--- src/rtl/mem_arbiter.sv ---
// ----------------------------------------------------------------------------
// mem_arbiter
//
// Shares one memory port between an instruction-fetch requester (IF) and a
// load/store requester (LS). At most one transaction is in flight. Ties are
// broken round-robin: the requester that did not win the previous grant wins.
// A WAIT-state watchdog aborts a transaction that never receives mem_rvalid
// and returns an error response instead.
//
// Ports
//   clk, rst        : clock, asynchronous active-high reset
//   if_req/if_addr  : fetch read request (held until granted)
//   if_gnt          : one-cycle combinational grant pulse to fetch
//   if_rvalid/if_rdata/if_err : fetch response (one-cycle pulse)
//   ls_req/ls_we/ls_addr/ls_wdata/ls_wmask : load/store request
//   ls_gnt          : one-cycle combinational grant pulse to load/store
//   ls_rvalid/ls_rdata/ls_err : load/store response (one-cycle pulse)
//   mem_req/mem_we/mem_addr/mem_wdata/mem_wmask : shared memory request
//   mem_ready       : memory accepts the request this cycle
//   mem_rvalid/mem_rdata : memory response (writes also return one)
// ----------------------------------------------------------------------------
module mem_arbiter #(
   parameter int AW      = 64,
   parameter int DW      = 64,
   parameter int TIMEOUT = 255
) (
   input  logic            clk,
   input  logic            rst,

   input  logic            if_req,
   input  logic [AW-1:0]   if_addr,
   output logic            if_gnt,
   output logic            if_rvalid,
   output logic [DW-1:0]   if_rdata,
   output logic            if_err,

   input  logic            ls_req,
   input  logic            ls_we,
   input  logic [AW-1:0]   ls_addr,
   input  logic [DW-1:0]   ls_wdata,
   input  logic [DW/8-1:0] ls_wmask,
   output logic            ls_gnt,
   output logic            ls_rvalid,
   output logic [DW-1:0]   ls_rdata,
   output logic            ls_err,

   output logic            mem_req,
   output logic            mem_we,
   output logic [AW-1:0]   mem_addr,
   output logic [DW-1:0]   mem_wdata,
   output logic [DW/8-1:0] mem_wmask,
   input  logic            mem_ready,
   input  logic            mem_rvalid,
   input  logic [DW-1:0]   mem_rdata
);

   localparam int MW = DW / 8;

   // Counter value seen in the last permitted WAIT cycle; the counter starts
   // at 0 on WAIT entry, so the TIMEOUT-th empty cycle sees TIMEOUT-1.
   localparam logic [7:0] TO_LAST = 8'(TIMEOUT - 1);

   localparam logic OWN_IF = 1'b0;
   localparam logic OWN_LS = 1'b1;

   typedef enum logic [1:0] {
      S_IDLE = 2'd0,
      S_REQ  = 2'd1,
      S_WAIT = 2'd2
   } state_t;

   state_t          state_q, state_d;
   logic            owner_q;
   logic            last_owner_q;
   logic [7:0]      cnt_q;

   logic            we_q;
   logic [AW-1:0]   addr_q;
   logic [DW-1:0]   wdata_q;
   logic [MW-1:0]   wmask_q;

   logic            if_rvalid_q, if_err_q;
   logic            ls_rvalid_q, ls_err_q;
   logic [DW-1:0]   if_rdata_q, ls_rdata_q;

   logic            grant_if, grant_ls, grant_any;
   logic            timeout_hit;

   // Arbitration: only in IDLE; a tie goes to whoever did not win last time.
   always_comb begin
      grant_if = 1'b0;
      grant_ls = 1'b0;
      if (state_q == S_IDLE) begin
         if (if_req && ls_req) begin
            if (last_owner_q == OWN_LS) grant_if = 1'b1;
            else                        grant_ls = 1'b1;
         end else begin
            grant_if = if_req;
            grant_ls = ls_req;
         end
      end
   end

   assign grant_any   = grant_if | grant_ls;
   assign timeout_hit = (cnt_q == TO_LAST);

   // ---------------------------------------------------------------- state
   always_ff @(posedge clk or posedge rst) begin
      if (rst) state_q <= S_IDLE;
      else     state_q <= state_d;
   end

   // ----------------------------------------------------------- next state
   always_comb begin
      state_d = state_q;
      case (state_q)
         S_IDLE:  if (grant_any)                  state_d = S_REQ;
         S_REQ:   if (mem_ready)                  state_d = S_WAIT;
         S_WAIT:  if (mem_rvalid || timeout_hit)  state_d = S_IDLE;
         default:                                 state_d = S_IDLE;
      endcase
   end

   // -------------------------------------------------------------- outputs
   always_comb begin
      if_gnt  = grant_if;
      ls_gnt  = grant_ls;
      mem_req = (state_q == S_REQ);
   end

   // Latched request fields drive the memory port directly; they are zero
   // out of reset and only change at a grant edge, so they stay stable for
   // the whole REQ phase.
   assign mem_we    = we_q;
   assign mem_addr  = addr_q;
   assign mem_wdata = wdata_q;
   assign mem_wmask = wmask_q;

   assign if_rvalid = if_rvalid_q;
   assign if_err    = if_err_q;
   assign if_rdata  = if_rdata_q;
   assign ls_rvalid = ls_rvalid_q;
   assign ls_err    = ls_err_q;
   assign ls_rdata  = ls_rdata_q;

   // ------------------------------------------------------------- datapath
   always_ff @(posedge clk or posedge rst) begin
      if (rst) begin
         owner_q      <= OWN_IF;
         last_owner_q <= OWN_LS;
         cnt_q        <= '0;
         we_q         <= 1'b0;
         addr_q       <= '0;
         wdata_q      <= '0;
         wmask_q      <= '0;
         if_rvalid_q  <= 1'b0;
         if_err_q     <= 1'b0;
         if_rdata_q   <= '0;
         ls_rvalid_q  <= 1'b0;
         ls_err_q     <= 1'b0;
         ls_rdata_q   <= '0;
      end else begin
         // Response flags are single-cycle pulses.
         if_rvalid_q <= 1'b0;
         if_err_q    <= 1'b0;
         ls_rvalid_q <= 1'b0;
         ls_err_q    <= 1'b0;

         case (state_q)
            S_IDLE: begin
               if (grant_any) begin
                  owner_q      <= grant_ls ? OWN_LS : OWN_IF;
                  last_owner_q <= grant_ls ? OWN_LS : OWN_IF;
                  if (grant_ls) begin
                     we_q    <= ls_we;
                     addr_q  <= ls_addr;
                     wdata_q <= ls_wdata;
                     wmask_q <= ls_wmask;
                  end else begin
                     // Fetches are pure reads.
                     we_q    <= 1'b0;
                     addr_q  <= if_addr;
                     wdata_q <= '0;
                     wmask_q <= '0;
                  end
               end
            end

            S_REQ: begin
               if (mem_ready) cnt_q <= '0;
            end

            S_WAIT: begin
               if (mem_rvalid) begin
                  if (owner_q == OWN_IF) begin
                     if_rvalid_q <= 1'b1;
                     if_rdata_q  <= mem_rdata;
                  end else begin
                     ls_rvalid_q <= 1'b1;
                     ls_rdata_q  <= mem_rdata;
                  end
               end else if (timeout_hit) begin
                  // Abort: error response with zero data.
                  if (owner_q == OWN_IF) begin
                     if_rvalid_q <= 1'b1;
                     if_err_q    <= 1'b1;
                     if_rdata_q  <= '0;
                  end else begin
                     ls_rvalid_q <= 1'b1;
                     ls_err_q    <= 1'b1;
                     ls_rdata_q  <= '0;
                  end
               end else begin
                  cnt_q <= cnt_q + 8'd1;
               end
            end

            default: ;
         endcase
      end
   end

endmodule
--- config.mk ---
export PLATFORM = sky130hd
export DESIGN_NAME = mem_arbiter
export DESIGN_NICKNAME = d
export VERILOG_FILES = /design/src/rtl/mem_arbiter.sv
export SDC_FILE = /design/constraint.sdc
export NUM_CORES = 1
export LEC_CHECK = 0
export CAP_MARGIN = 20
export CORE_AREA = 2 2 211 213
export CTS_CLUSTER_DIAMETER = 100
export DETAILED_ROUTE_END_ITERATION = 8
export DIE_AREA = 0 0 213 215
export SKIP_CTS_REPAIR_TIMING = 1
export SYNTH_ARGS = -nofsm -noshare
export SYNTH_HDL_FRONTEND = slang
export SYNTH_SLANG_ARGS = --single-unit
--- constraint.sdc ---
create_clock -name clk -period 13.7 [get_ports clk]
set_clock_uncertainty 0.15 [all_clocks]
set_input_delay 2.74 -clock clk [delete_from_list [all_inputs] [get_ports clk]]
set_output_delay 2.74 -clock clk [all_outputs]
set_load 0.02 [all_outputs]
==> results of run 1 <==
## worst max-delay path: stages
cell and delay, ps:
clkdlybuf4s50_1 520, nand2b_1 80, nand3_2 70, buf_4 610
inv_2 70, clkdlybuf4s50_1 560
## registers in the layout, summed over array words and instances (netlist names)
register	cells
ls_rvalid	1
state_q	2
ls_rdata	64
mem_we	1
ls_err	1
last_owner_q	1
if_rvalid	1
mem_wmask	8
cnt_q	8
mem_wdata	64
owner_q	1
if_rdata	64
if_err	1
mem_addr	64
## worst paths after layout
kind / to / slack [ps] / depth (start not counted)
max in group asynchronous: ls_rdata[6] / 9190 / 4
worst max-delay path: if_gnt / 6110 / 6
worst min-delay path: cnt_q[7] / 340 / 1
worst min register to register: cnt_q[7] / 340 / 1
min in group asynchronous: mem_wdata[37] / 2440 / 2
worst max register to register: mem_wdata[18] / 10290 / 8
## logic make-up after synthesis
kind of cell	synth area share
compound gates	0.2140
fa+ha+maj	0.002336
buf+inv	0.03890
flops	0.6567
mux	0.001051
simple gates	0.08703
## synthesized netlist by cell type (2+ instances only)
library cell and number:
a21oi_1 2, a22o_1 201, a31oi_1 69, and3_1 2
buf_2 48, buf_6 6, clkbuf_1 19, dfrtp_1 280
ha_1 2, inv_1 8, inv_2 2, nand2_1 138
nand2b_1 4, nand3_1 8, nor2_1 71, nor4_1 2
o21ai_0 6
## cell type report
| class | instances | share of cell area |
|---|---|---|
| sequential | 281 | 0.3920 |
| timing repair buffer | 555 | 0.3089 |
| multi-input combinational | 519 | 0.1837 |
| clock buffer | 50 | 0.05871 |
| tap | 592 | 0.04128 |
| clock inverter | 15 | 0.01283 |
| inverter | 10 | 0.002510 |
| antenna | 1 | 0.0001395 |
## metrics by stage
| step | utilization | hold slack, ps | area (um2) | worst slack, ps |
|---|---|---|---|---|
| finish | 0.4111 | 336.1 | 17940 | 6110 |
| detailed placement | 0.3810 | 326.5 | 16630 | 6093 |
| floorplan | - | 293.5 | 10710 | 3061 |
| global route | 0.4111 | 355.5 | 17940 | 5992 |
| global placement | 0.3810 | 322.7 | 16630 | 6064 |
| CTS | 0.4105 | 336.3 | 17910 | 6087 |
## per-layer routing
layer | up-vias | routed length [um]
li1 | 4269 | -
met1 | 4601 | 15000
met2 | 436 | 18650
met3 | 77 | 4285
met4 | 2 | 1388
met5 | - | 12
## power groups by stage
stage / clock network, W / registers, W / logic, W
6_report: 0.00101 / 0.00143 / 0.00202
5_1_grt: 0.00107 / 0.00147 / 0.00215
4_1_cts: 0.00104 / 0.00143 / 0.00205
3_5_place_dp: 0 / 0.00143 / 0.00204
3_3_place_gp: 0 / 0.00142 / 0.00203
2_1_floorplan: 0 / 0.00184 / 0.000597
==> summary.md, run 1 <==
| Metric | Value |
|---|---|
| Ranking of synthesized cells by area | dfrtp_1 (65%), a22o_1 (16%), nand2_1 (4.8%) |
| Most common flop cell mapped by yosys | dfrtp_1 |
| Core Rows | 77 |
| GR Overflow Total | 0 |
| Hold Vio Cnt, Final | 0 |
| Sum of negative setup slack | 0 ps |
| Horiz. Die Dim | approximately 210 um |
| Max Fclk | ~130 MHz |
| Multi-input gate area | 3296 um2 |
| DRC viols | 0 |
| Syn Nets | between 1000 and 1500 |
| Die height | ~220 um |
| Worst Path Required | 10810 ps |
| Clock Sinks | roughly 280 |
| Setup CP Type | input pin to output port |
| CP Launch Type | input pin |
| Commonest non-fill, non-tap cell in the layout | clkdlybuf4s50_1 |
| Sequential share of the synthesized area | 0.6567 |
| TritonCTS clock tree | done |
| Post-Synthesis Mean Instance Area | about 12 um2 |
| CTS H-Tree Depth | 2 |
| Clock-pin slew on the worst setup and hold paths | 60 ps |
| Crit share post-route | 0.5540 |
| Synth area leader | dfrtp_1 |
| CP max FO | 67 |
| Maximum number of pins on one net before global-route repair | about 140 |
| Non-filler cells, final | 2023 |
| Number of synthesized flops with an enable pin | 0 |
| GPL Wtd Cong | around 0.8 |
| Clock power frac | 0.226 |
| Met3 Use GR | 0.06883 |
| Switch share | 0.3673 |
| Die ar. | between 40000 and 50000 um2 |
| Int Power | approximately 0.0028 W |
| Syn. warnings | 0 |
| Buffers on Ports | 542 |
| Post-Synthesis Cells | about 880 |
| RR Startpoint | state_q[0] |
| Worst min path class | flip-flop to flip-flop |
| Post-DP HPWL | roughly 27 mm |
| LEAKAGE | 7.805 nW |
| Hold path startpoint | cnt_q[7] |
| Met1 capacity usage during global routing | 0.1914 |
| Share of the synthesized area in the top cell type | 0.6542 |
| Comb power frac | 0.454 |
| IO Pins | 543 |
| Grt peak-use layer | met2 |
| Power Total | ~0.0045 W |
| Power per cell area | 248.3 nW/um2 |
| Drt first pass iters | 4 |
| Crit path capture type | output port |
| Vias per cell | ~4.6 |
| Worst path arrival time | between 4000 and 5000 ps |
| Post-DRT Antenna Nets | 0 |
| Initial core utilization | 0.2454 |
| First-pass GRT wire length | approximately 60 mm |
| WL/cell | 19.44 um |
| Slew headroom | 0.3723 |
| Post-route minimum period | about 7600 ps |
| GRT Total Usage | 0.1675 |
| Max-cap viol count | 0 |
| CTS buffer count | 36 |
| Part of the power in registers | 0.321 |
| Ys async rst share | 1.000 |
| Outcome | completed |
| Yosys cell types | 32 |
| Yosys reg bits | roughly 280 |
| Max Buffers Root-to-Sink | 3 |
| Number of global-route vias before repair | 9772 |
| Layout Nets | about 1700 |
| Inst Count DP | between 1500 and 2000 |
| Max IR drop VDD | roughly 170 uV |
| Most frequent cells in the layout | clkdlybuf4s50_1 (542), dfrtp_1 (280), a22o_1 (201) |
| Syn-to-layout area delta | 67.54% |
| Final WL | between 30 and 40 mm |
| Latest clock arrival within the worst-skew pair | between 500 and 600 ps |
| Slew Viols, Final | 0 |
| Root Driver | clkbuf_16 |
| Worst Setup SP | ls_req |
| RSZ-0062 raised after global routing | no |
| Via count | between 9000 and 10000 |
| Post-synthesis cell area | 10710 um2 |
| Register area | roughly 7000 um2 |
| Layout cells sized above 1 | 0.06294 |
| Antenna violations before repair | 2 |
| Final Setup Violations | 0 |
| DR iter-0 viols | approximately 630 |
| Sw power | ~0.0016 W |
| Grt met2 use | 0.2780 |
| Core box area | ~44000 um2 |
| Worst Tran Pin Value | 941.6 ps |
| Fill cells | slightly above 4000 |
Note: power is estimated with default switching activity, not from simulation.
==> run 2: changes to the inputs <==
CORE_AREA = 2 2 209 211   (was 2 2 211 213)
DIE_AREA = 0 0 211 213   (was 0 0 213 215)
clock period = 6.6 ns   (was 13.7 ns; I/O delays follow)
==> run 2 against run 1 <==
Effect of this change:
- critical path depth decreased by 2
- die area decreased by 1.9%
- non-clock buffer count unchanged
- cell count decreased by 2.4%
- register-to-register slack got worse by 6900 ps
- count of clock-buffer cells in the layout increased by 1
- clock power increased by 95%
- utilization increased by 0.54 points
- via count about the same
- sequential cell count unchanged
- critical path type unchanged
- largest power group unchanged
==> summary.md, run 2 (same netlist as run 1, synthesis figures left out) <==
| Metric | Value |
|---|---|
| Core Rows | 76 (was 77) |
| RSZ-0062 raised after global routing | no (unchanged) |
| WL/cell | 20.22 um (was 19.44 um) |
| First-pass GRT wire length | 58.80 mm (was 59.20 mm) |
| Initial core utilization | 0.2508 (was 0.2454) |
| Post-route minimum period | about 4400 ps |
| Cell Area, Placed | 16590 um2 (was 16630 um2) |
| Drt first pass iters | 5 (was 4) |
| Vias per cell | 4.754 (was 4.639) |
| Latest clock arrival within the worst-skew pair | 540 ps (about the same) |
| CP Launch Type | input pin (unchanged) |
| Final WL | 39.94 mm (was 39.33 mm) |
| Clock-pin slew on the worst setup and hold paths | 50 ps (was 60 ps) |
| Hold Vio Cnt, Final | 0 (unchanged) |
| Layout Cell Area excl Fill | 17780 um2 (was 17940 um2) |
| DRC viols | 0 (unchanged) |
| Number of global-route vias before repair | 9621 (was 9772) |
| R2R depth | 7 (was 8) |
| IO Pins | 543 (unchanged) |
| Worst min path class | flip-flop to flip-flop (unchanged) |
| Worst Tran Pin Value | 1098 ps (was 941.6 ps) |
| DR iter-0 viols | 655 (was 628) |
| Post-DP HPWL | 27.59 mm (was 27.18 mm) |
| CP max FO | 22 (was 67) |
| R2r setup slk | 3380 ps (was 10290 ps) |
| Crit share post-route | 0.6735 |
| Max Fclk | approximately 220 MHz |
| Fill cells | 4085 (was 4154) |
| Most frequent cells in the layout | clkdlybuf4s50_1 (542), dfrtp_1 (280), a22o_1 (201) (unchanged) |
| Antenna violations before repair | 2 (unchanged) |
| Power per cell area | 513.7 nW/um2 (was 248.3 nW/um2) |
| Worst Path Required | 5130 ps (was 10810 ps) |
| Syn-to-layout area delta | 66.04% (was 67.54%) |
| Via count | 9390 (was 9385) |
| TritonCTS clock tree | done (unchanged) |
| Multi-input gate area | 3296 um2 (unchanged) |
| Root Driver | clkbuf_16 (unchanged) |
| Buffers on Ports | 542 (unchanged) |
| Maximum number of pins on one net before global-route repair | 111 (was 143) |
| GRT Total Usage | 0.1708 (was 0.1675) |
| Max IR drop VDD | 277.0 uV (was 174.7 uV) |
| Post-DRT Antenna Nets | 0 (unchanged) |
| Clock Sinks | 281 (unchanged) |
| Most frequent CP cell | clkdlybuf4s50_1 (unchanged) |
| CTS H-Tree Depth | 2 (unchanged) |
| Die ar. | 44940 um2 (was 45800 um2) |
| Post-Route Utilization | 0.4165 (was 0.4111) |
| Max Buffers Root-to-Sink | 3 (unchanged) |
| Max-cap viol count | 0 (unchanged) |
| Core box area | 42700 um2 (was 43640 um2) |
| Register area | 7033 um2 (unchanged) |
| GPL Wtd Cong | 0.7688 (was 0.8151) |
| Final hold slack | 318.8 ps (was 336.1 ps) |
| Layout cells sized above 1 | 0.05952 (was 0.06294) |
| Sum of negative setup slack | 0 ps (unchanged) |
| Horiz. Die Dim | 211 um (was 213 um) |
| Setup WS post-layout | 2155 ps (was 6110 ps) |
| Worst R2R End | mem_wmask[7] (was mem_wdata[18]) |
| Layout Nets | 1675 (was 1676) |
| Commonest non-fill, non-tap cell in the layout | clkdlybuf4s50_1 (unchanged) |
| Crit path capture type | output port (unchanged) |
| Critical path's largest stage delay | 620 ps (was 610 ps) |
| Outcome | completed (unchanged) |
| RR Startpoint | state_q[0] (unchanged) |
| Hold path depth | 2 (was 1) |
| Pre-CTS setup slack | 2089 ps (was 6093 ps) |
| CP max-delay cell | clkdlybuf4s50_1 (was buf_4) |
| Setup CP Type | input pin to output port (unchanged) |
| CTS buffer count | 35 (was 36) |
| GR Overflow Total | 0 (unchanged) |
| CP cell instances | clkdlybuf4s50_1 -> nand3_4 -> inv_2 -> clkdlybuf4s50_1 (was clkdlybuf4s50_1 -> nand2b_1 -> nand3_2 -> buf_4 -> inv_2 -> clkdlybuf4s50_1) |
| Worst path arrival time | 2980 ps (was 4700 ps) |
| Slew Viols, Final | 0 (unchanged) |
| Hold Path End | last_owner_q (was cnt_q[7]) |
| Slew headroom | 0.2678 (was 0.3723) |
| Hold path startpoint | last_owner_q (was cnt_q[7]) |
| Final Setup Violations | 0 (unchanged) |
| LEAKAGE | 7.757 nW (was 7.805 nW) |
| Die height | 213 um (was 215 um) |
==> run 2: how the worst max path moves through the flow <==
stage,start,endpoint,depth (start not counted)
6_report,ls_req,ls_gnt,4
5_1_grt,ls_req,ls_gnt,4
4_1_cts,ls_req,ls_gnt,4
3_5_place_dp,if_req,mem_wdata[35],8
3_3_place_gp,ls_req,ls_gnt,4
2_1_floorplan,rst,cnt_q[0],1
==> run 2: layout make-up <==
class | instances | share of cell area
Tap cell | 546 | 0.03842
Inverter | 10 | 0.002322
Sequential cell | 281 | 0.3955
Multi-Input combinational cell | 519 | 0.1853
Antenna cell | 1 | 0.0001407
Clock buffer | 51 | 0.05833
Timing Repair Buffer | 555 | 0.3113
Clock inverter | 12 | 0.008724
==> run 2: where the power goes <==
part           total [W]  internal [W]  switching [W]  leakage, nW
clock network    0.00197       0.00121       0.000761        0.583
logic            0.00419       0.00204        0.00215         3.65
registers        0.00298       0.00250       0.000480         3.52
total            0.00914       0.00575        0.00339         7.76
==> run 2: worst max-delay path, delay by kind of cell <==
| kind | cells | cell delay, ps |
|---|---|---|
| buffers and inverters | 3 | 1350 |
| and+or+nand+nor | 1 | 290 |
==> run 2: through the flow <==
| stage | cells | total power [W] |
|---|---|---|
| after floorplan | 883 | 0.005058 |
| after global placement | 1911 | 0.007154 |
| after detailed placement | 1911 | 0.007204 |
| after CTS | 1974 | 0.009251 |
| after global routing | 1974 | 0.009626 |
| final | 1975 | 0.009135 |
==> run 2: routing by layer <==
layer / share of wire / track usage / routed length, um / up-vias
li1: - / - / - / 4256
met1: 0.38 / 0.1940 / 15210 / 4653
met2: 0.49 / 0.2907 / 19630 / 421
met3: 0.10 / 0.07089 / 4021 / 58
met4: 0.027 / 0.05585 / 1062 / 2
met5: 0.00033 / 0 / 13 / -
==> run 3: changes to the inputs <==
clock period = 4 ns   (was 6.6 ns; I/O delays follow)
==> run 3 against run 2 <==
Effect of this change:
- cell count up 0.46%
- hold slack better by 11 ps
- wire length up 0.39%
- non-clock buffer count up 12
- power up 63%
- die area unchanged
- global-route usage about the same
==> summary.md, run 3 (same netlist as run 1, synthesis figures left out) <==
| Metric | Value |
|---|---|
| Outcome | completed (unchanged) |
| Latest clock arrival within the worst-skew pair | 540 ps (about the same) |
| CP max FO | 2 (was 22) |
| Setup CP Type | input pin to output port (unchanged) |
| CP max-delay cell | clkdlybuf4s50_1 (unchanged) |
| GPL Wtd Cong | 0.7930 (was 0.7688) |
| Power Total | 0.01491 W (was 0.009135 W) |
| CTS buffer count | 34 (was 35) |
| Worst path arrival time | 2310 ps (was 2980 ps) |
| Worst Path Required | 3050 ps (was 5130 ps) |
| Most frequent cells in the layout | clkdlybuf4s50_1 (542), dfrtp_1 (280), a22o_1 (201) (unchanged) |
| Post-route minimum period | 3264 ps |
| Core box area | 42700 um2 (unchanged) |
| Commonest non-fill, non-tap cell in the layout | clkdlybuf4s50_1 (unchanged) |
| Clock-pin slew on the worst setup and hold paths | 50 ps (about the same) |
| Via count | 9374 (was 9390) |
| Max Buffers Root-to-Sink | 3 (unchanged) |
| Buffers on Ports | 542 (unchanged) |
| Post-DP HPWL | 28.62 mm (was 27.59 mm) |
| First-pass GRT wire length | 58.74 mm (was 58.80 mm) |
| Die height | 213 um (unchanged) |
| Max IR drop VDD | 392.3 uV (was 277.0 uV) |
| CP Launch Type | input pin (unchanged) |
| WL/cell | 20.21 um (was 20.22 um) |
| Post-DRT Antenna Nets | 0 (unchanged) |
| Crit path capture type | output port (unchanged) |
| Slew Viols, Final | 0 (unchanged) |
| Worst min path class | flip-flop to flip-flop (unchanged) |
| Antenna violations before repair | 3 (was 2) |
| Non-filler cells, final | 1984 (was 1975) |
| Final WL | 40.09 mm (was 39.94 mm) |
| RSZ-0062 raised after global routing | no (unchanged) |
| CP cell instances | clkdlybuf4s50_1 -> nand2b_1 -> nand3_2 -> inv_2 -> clkdlybuf4s50_1 (was clkdlybuf4s50_1 -> nand3_4 -> inv_2 -> clkdlybuf4s50_1) |
| Worst Tran Pin Value | 823.6 ps (was 1098 ps) |
| DR iter-0 viols | 710 (was 655) |
| Clock Sinks | 281 (unchanged) |
| Core Rows | 76 (unchanged) |
| Power per cell area | 835.5 nW/um2 (was 513.7 nW/um2) |
| DRC viols | 0 (unchanged) |
| Slew headroom | 0.4510 (was 0.2678) |
| Horiz. Die Dim | 211 um (unchanged) |
| Final Setup Violations | 0 (unchanged) |
| Hold Vio Cnt, Final | 0 (unchanged) |
| Syn-to-layout area delta | 66.60% (was 66.04%) |
| Layout cells sized above 1 | 0.06193 (was 0.05952) |
| Drt first pass iters | 5 (unchanged) |
| Die ar. | 44940 um2 (unchanged) |
| Maximum number of pins on one net before global-route repair | 100 (was 111) |
| Max-cap viol count | 0 (unchanged) |
| Most frequent CP cell | clkdlybuf4s50_1 (unchanged) |
| Inst Count DP | 1923 (was 1911) |
| Crit share post-route | 0.8159 |
| Setup WS post-layout | 736.3 ps (was 2155 ps) |
| Max Fclk | 306.4 MHz |
| GRT Total Usage | 0.1710 (was 0.1708) |
| Pre-CTS setup slack | 670.1 ps (was 2089 ps) |
| GR Overflow Total | 0 (unchanged) |
| LEAKAGE | 7.795 nW (was 7.757 nW) |
| Number of global-route vias before repair | 9496 (was 9621) |
| TritonCTS clock tree | done (unchanged) |
| Vias per cell | 4.725 (was 4.754) |
| IO Pins | 543 (unchanged) |
| Initial core utilization | 0.2508 (unchanged) |
| Layout Nets | 1686 (was 1675) |
| Root Driver | clkbuf_16 (unchanged) |
| CTS H-Tree Depth | 2 (unchanged) |
| Critical path's largest stage delay | 700 ps (was 620 ps) |
| Sum of negative setup slack | 0 ps (unchanged) |
==> run 3: area by class of cell <==
type                    count  area, um2
flip-flops and latches    281       7033
fillers                  4078      24850
clock buffers              55       1031
multi-input cells         519       3296
clock inverters             5      68.82
diodes                      1      2.502
inverters                  10      41.29
well taps                 546      683.2
repair buffers            567       5688
==> run 3: through the flow <==
stage / utilization / instance area, um2 / hold WS, ps
floorplan: - / 10710 / 293.5
global placement: 0.3921 / 16740 / 321.7
detailed placement: 0.3921 / 16740 / 323.9
CTS: 0.4179 / 17840 / 334.1
global route: 0.4179 / 17840 / 349.4
finish: 0.4179 / 17840 / 329.5
==> run 3: final timing paths <==
path                            start            end  slack [ps]  cells after the start
max                            ls_req         if_gnt         740                      5
min                          cnt_q[7]       cnt_q[7]         330                      1
max reg2reg                state_q[0]  mem_wdata[37]        1380                      7
min reg2reg                  cnt_q[7]       cnt_q[7]         330                      1
max in group asynchronous         rst   ls_rdata[61]        2240                      3
min in group asynchronous         rst   ls_rdata[13]         550                      2
==> run 3: power by group <==
| part | internal (W) | total [W] | switching (W) |
|---|---|---|---|
| Clock | 0.00184 | 0.00306 | 0.00123 |
| Sequential | 0.00412 | 0.00492 | 0.000801 |
| Combinational | 0.00339 | 0.00693 | 0.00353 |
==> run 3: layer usage <==
| layer | wire, um | part of all wire | GRT usage |
|---|---|---|---|
| met1 | 15960 | 0.40 | 0.2048 |
| met5 | 20 | 0.00050 | 0 |
| met2 | 19240 | 0.48 | 0.2818 |
| met3 | 3796 | 0.095 | 0.06589 |
| met4 | 1072 | 0.027 | 0.05755 |
==> run 3: worst max-delay path, delay by kind of cell <==
kind / cells / cell delay (ps)
buffers and inverters: 3 / 1280
and+or+nand+nor: 2 / 220
